[src/rtl/seq_det_1101_if.sv]
// Bundle of sample, clear and status signals for the 1101 serial pattern detector.
// The testbench side uses the master modport and the detector uses the slave modport.
interface seq_det_1101_if #(
    parameter int CNT_W = 8
);
    logic             en;
    logic             d;
    logic             clr;
    logic             match;
    logic [CNT_W-1:0] cnt;
    logic [2:0]       state;

    modport master (
        output en,
        output d,
        output clr,
        input  match,
        input  cnt,
        input  state
    );

    modport slave (
        input  en,
        input  d,
        input  clr,
        output match,
        output cnt,
        output state
    );
endinterface

[src/rtl/seq_det_1101.sv]
// Moore detector for the serial pattern 1101 with a saturating detection counter.
// Define SEQ_DET_OVERLAP_EN so that a match's trailing '1' can start the next pattern.
module seq_det_1101 #(
    parameter int CNT_W = 8
) (
    input  logic            clk,
    input  logic            rst_n,
    seq_det_1101_if.slave   bus
);
    typedef enum logic [2:0] {
        S0    = 3'd0,
        S1    = 3'd1,
        S11   = 3'd2,
        S110  = 3'd3,
        S1101 = 3'd4
    } state_t;

    state_t           state_r;
    state_t           state_next_s;
    logic             match_r;
    logic [CNT_W-1:0] cnt_r;
    logic [CNT_W-1:0] cnt_next_s;
    logic             enter_s;

    function automatic logic [CNT_W-1:0] sat_inc(input logic [CNT_W-1:0] v);
        if (v == {CNT_W{1'b1}}) begin
            return v;
        end else begin
            return v + CNT_W'(1);
        end
    endfunction

    // Next-state decode; codes 5-7 fall back to S0 on the next enabled edge.
    always_comb begin
        state_next_s = state_r;
        enter_s      = 1'b0;
        if (bus.en) begin
            case (state_r)
                S0: begin
                    if (bus.d) state_next_s = S1;
                    else       state_next_s = S0;
                end
                S1: begin
                    if (bus.d) state_next_s = S11;
                    else       state_next_s = S0;
                end
                S11: begin
                    if (bus.d) state_next_s = S11;
                    else       state_next_s = S110;
                end
                S110: begin
                    if (bus.d) begin
                        state_next_s = S1101;
                        enter_s      = 1'b1;
                    end else begin
                        state_next_s = S0;
                    end
                end
                S1101: begin
`ifdef SEQ_DET_OVERLAP_EN
                    if (bus.d) state_next_s = S11;
                    else       state_next_s = S0;
`else
                    if (bus.d) state_next_s = S1;
                    else       state_next_s = S0;
`endif
                end
                default: begin
                    state_next_s = S0;
                end
            endcase
        end else begin
            state_next_s = state_r;
        end
    end

    // Counter update: clear wins over the increment on entry to S1101.
    always_comb begin
        cnt_next_s = cnt_r;
        if (bus.clr) begin
            cnt_next_s = '0;
        end else if (enter_s) begin
            cnt_next_s = sat_inc(cnt_r);
        end else begin
            cnt_next_s = cnt_r;
        end
    end

    // State, match flag and counter registers; match is decoded from next state so it stays registered.
    always_ff @(posedge clk or negedge rst_n) begin
        if (!rst_n) begin
            state_r <= S0;
            match_r <= 1'b0;
            cnt_r   <= '0;
        end else begin
            state_r <= state_next_s;
            match_r <= (state_next_s == S1101);
            cnt_r   <= cnt_next_s;
        end
    end

    assign bus.state = state_r;
    assign bus.match = match_r;
    assign bus.cnt   = cnt_r;
endmodule

[src/flat_wrapper.sv]
// flat-port wrapper written by rule: the top's interface ports become plain ports
module seq_det_1101_flat 
#(
    parameter int CNT_W = 8
)
  (clk, rst_n, bus_en, bus_d, bus_clr, bus_match, bus_cnt, bus_state);
  seq_det_1101_if #(.CNT_W(CNT_W)) bus_i ();
  input  logic clk;
  input  logic rst_n;
  input wire logic [$bits(bus_i.en)-1:0] bus_en;
  input wire logic [$bits(bus_i.d)-1:0] bus_d;
  input wire logic [$bits(bus_i.clr)-1:0] bus_clr;
  output wire logic [$bits(bus_i.match)-1:0] bus_match;
  output wire logic [$bits(bus_i.cnt)-1:0] bus_cnt;
  output wire logic [$bits(bus_i.state)-1:0] bus_state;
  assign bus_i.en = bus_en;
  assign bus_i.d = bus_d;
  assign bus_i.clr = bus_clr;
  assign bus_match = bus_i.match;
  assign bus_cnt = bus_i.cnt;
  assign bus_state = bus_i.state;
  seq_det_1101 #(.CNT_W(CNT_W)) u_core (.clk(clk), .rst_n(rst_n), .bus(bus_i));
endmodule
[config.mk]
export PLATFORM = sky130hd
export DESIGN_NAME = seq_det_1101_flat
export DESIGN_NICKNAME = d
export VERILOG_FILES = /design/src/rtl/seq_det_1101_if.sv /design/src/rtl/seq_det_1101.sv /design/src/flat_wrapper.sv
export SDC_FILE = /design/constraint.sdc
export NUM_CORES = 1
export LEC_CHECK = 0
export BUFFER_PORTS_ARGS = -buffer_cell sky130_fd_sc_hd__buf_2
export CAP_MARGIN = 10
export CORE_MARGIN = 2
export CORE_UTILIZATION = 40
export CTS_CLUSTER_SIZE = 10
export DETAILED_ROUTE_END_ITERATION = 10
export HOLD_SLACK_MARGIN = 0.06
export PLACE_DENSITY = 0.74
export SLEW_MARGIN = 20
export SYNTH_ARGS = -nofsm -noshare
export SYNTH_HDL_FRONTEND = slang
export SYNTH_SLANG_ARGS = --single-unit
[constraint.sdc]
create_clock -name clk -period 1.83 [get_ports clk]
set_clock_uncertainty 0.2 [all_clocks]
set_input_delay 0.366 -clock clk [delete_from_list [all_inputs] [get_ports clk]]
set_output_delay 0.366 -clock clk [all_outputs]
set_load 0.03 [all_outputs]
==> out/results.tsv <==
metric	value	unit
pre-CTS setup slack	49.5	ps
via count	587	
pwr/cell area	959	nW/um^2
Ys Warns	0	
detailed-router iteration count before antenna repair	4	
Final Max Tran Viols	0	
cell count after synthesis	62	
Max VDD drop	0.000508	V
effective utilization at floorplan	41.8	%
status	finished clean	
clock latency on the worst-skew pair	280	ps
P_int	454	uW
Clock Path Buffers	2	
final wirelength	1370	um
Leak	0.000401	uW
initial antenna violation count	0	
Hold Crit Depth	2	
CP endpoint kind	flip-flop	
Combinational Power Share	32.6	%
maximum clock frequency	0.574	GHz
R2R Setup Slk	90	ps
Final min period	1740	ps
vias in the first global route	505	
switching power total	292	uW
end of the worst hold path	u_core.bus.state[0]	
total chip power	746	uW
I/O pin cnt	17	
crit path kind	flip-flop to flip-flop	
Die Y-Extent	43.5	um
final-report setup violation count	0	
max cap viols	0	
placed cells	95	
layout cells sized above 1	31.8	%
R2R cell count	5	
Final WS setup	87.2	ps
Seq pwr share	44.0	%
WP data required	1840	ps
via/cell ratio	5.81	
synthesized area	623	um^2
GPL Wtd Cong	0.790	
Syn Nets	68	
Min-Delay Path Class	input pin to flip-flop	
slew at the pin closest to its max-slew limit	269	ps
critical path fanouts, max	6	
core area	1490	um^2
Yosys reg bits	12	
RSZ-0062 raised after global routing	no	
Post-Layout Cell Count	101	
Critical Path AT	1750	ps
first-pass GRT wire length	2190	um
total CTS buffers	3	
die footprint	1890	um^2
Crit. Startpoint	u_core.bus.cnt[1]	
nets	92	
Root Driver	clkbuf_4	
Reg-to-Reg Start	u_core.bus.cnt[1]	
Fillers	138	
GR Overflow Total	0	
Fin. Hold Viols	0	
Port Buffer Count	16	
DR WL/cell	13.6	um
Avg Cell Area, Syn	10.0	um^2
Area Growth Syn to Fin	24.9	%
relative slew slack	82.1	%
CP startpoint kind	flip-flop	
dpl hpwl	933	um
largest net degree at the start of global routing	13	
min-delay src	bus_en	
H-tree depth	1	
Total Neg Setup Slack	0	ps
Die W	43.5	um
CTS clk-pin slew, worst paths	80	ps
gr usage total	16.7	%
Seq/Total Area, Yosys	48.2	%
Antenna diodes	0	
Clock Power Share	23.5	%
CTS Sinks	12	
Tcrit/Tclk final	95.2	%
CTS tree	built	
antenna-violating nets left	0	
Switching Share	39.1	%
Yosys cell types	26	
row count	14	
1st-iter DRT viols	14	
Crit Reg-Reg Endpoint	u_core.bus.cnt[5]	
DRC	0	
==> registers in the layout, summed over array words and instances, names as in the netlist <==
register,flops
u_core.bus.cnt,8
u_core.bus.match,1
u_core.bus.state,3
==> metrics by stage <==
step / hold slack [ps] / instance area [um^2] / utilization [%]
2_1_floorplan: -130 / 626 / -
3_3_place_gp: 55.8 / 733 / 49.2
3_5_place_dp: 59.4 / 733 / 49.2
4_1_cts: 139 / 769 / 51.7
5_1_grt: 148 / 778 / 52.3
6_report: 147 / 778 / 52.3
==> layer usage <==
layer	up-vias	GRT usage, %	share of wire (%)
met5	-	0	0
met4	0	12.7	4.6
met1	285	17.9	42
li1	272	-	-
met3	10	5.42	5.3
met2	20	27.2	48
==> area by class of cell <==
class	instances	area, um^2	area share, %
clock buffer	4	26.3	3.38
inverter	2	7.51	0.965
multi-input combinational	46	302	38.7
sequential	12	303	38.9
tap	16	20.0	2.57
timing repair buffer	21	120	15.4
==> Yosys cell counts (all sizes together) <==
master / count / share of area (%)
or3: 2 / 2.0
a21oi: 4 / 3.2
and2: 1 / 1.0
nor2: 6 / 3.6
mux2i: 3 / 4.8
o2111ai: 2 / 2.8
nor2b: 1 / 1.0
nand2b: 2 / 2.0
xor2: 2 / 2.8
nand2: 5 / 3.0
o31ai: 1 / 1.2
and3: 1 / 1.0
o22ai: 1 / 1.0
o211ai: 1 / 3.4
buf: 2 / 2.4
and4: 1 / 1.4
inv: 2 / 1.2
ha: 1 / 2.0
mux2: 1 / 1.8
nor3: 1 / 0.80
dfrtp: 12 / 48
nand3: 2 / 1.6
and2b: 1 / 1.2
o21ai: 3 / 2.4
nand4: 4 / 4.0
==> worst max-delay path, stage by stage, from the launching register on <==
cell	delay, ps
dfrtp_2	440
ha_1	210
nand4_1	160
o211ai_4	140
or3_1	380
a21oi_1	150
==> what timing repair did <==
item	in CTS	in global routing
hold buffers	1	0
gates resized for setup	0	1
hold endpoints to repair	12	0
buffers inserted	0	1
endpoints found under the setup margin	0	3
==> power by group through the flow <==
stage                     clock (uW)  combinational [uW]  sequential, uW
final                            175                 243             328
after global routing             198                 258             333
after CTS                        180                 236             327
after detailed placement           0                 225             332
after global placement             0                 223             330
after floorplan                    0                 102             392
==> worst max path at each step <==
stage                     depth (start not counted)                end  slack, ps
after detailed placement                          5  u_core.bus.cnt[7]         50
after CTS                                         5  u_core.bus.cnt[5]         50
after floorplan                                   4  u_core.bus.cnt[7]         30
after global placement                            5  u_core.bus.cnt[7]         90
final                                             5  u_core.bus.cnt[5]         90
after global routing                              4  u_core.bus.cnt[7]         30
==> placed cells by master, fill, tap and decap left out <==
| master | n |
|---|---|
| buf_2 | 16 |
| dfrtp_1 | 10 |
| nor2_1 | 6 |
| nand2_1 | 5 |
| a21oi_1 | 4 |
| nand4_1 | 4 |
| buf_4 | 4 |
| o21ai_0 | 3 |
| mux2i_1 | 3 |
| clkbuf_4 | 3 |
| inv_1 | 2 |
| o2111ai_1 | 2 |
| nand2b_1 | 2 |
| nand3_1 | 2 |
| or3_1 | 2 |
| xor2_1 | 2 |
| dfrtp_2 | 2 |
| and2b_2 | 1 |
| and3_1 | 1 |
| o22ai_1 | 1 |
| o31ai_1 | 1 |
| o211ai_4 | 1 |
| and4_1 | 1 |
| nor2b_1 | 1 |
| and2_1 | 1 |
| nor3_1 | 1 |
| mux2_1 | 1 |
| ha_1 | 1 |
| clkbuf_1 | 1 |
| dlygate4sd3_1 | 1 |
==> cell families after synthesis <==
logic type,after synthesis,synth area share (%)
and+or+nand+nor,27,22.7
AOI/OAI and AO/OA,12,14.1
DFF,12,48.2
buffers and inverters,4,3.61
muxes,4,6.63
xor gates and xnor gates,2,2.81
adders and majority gates,1,2.01
(Power assumes the default switching activity.)
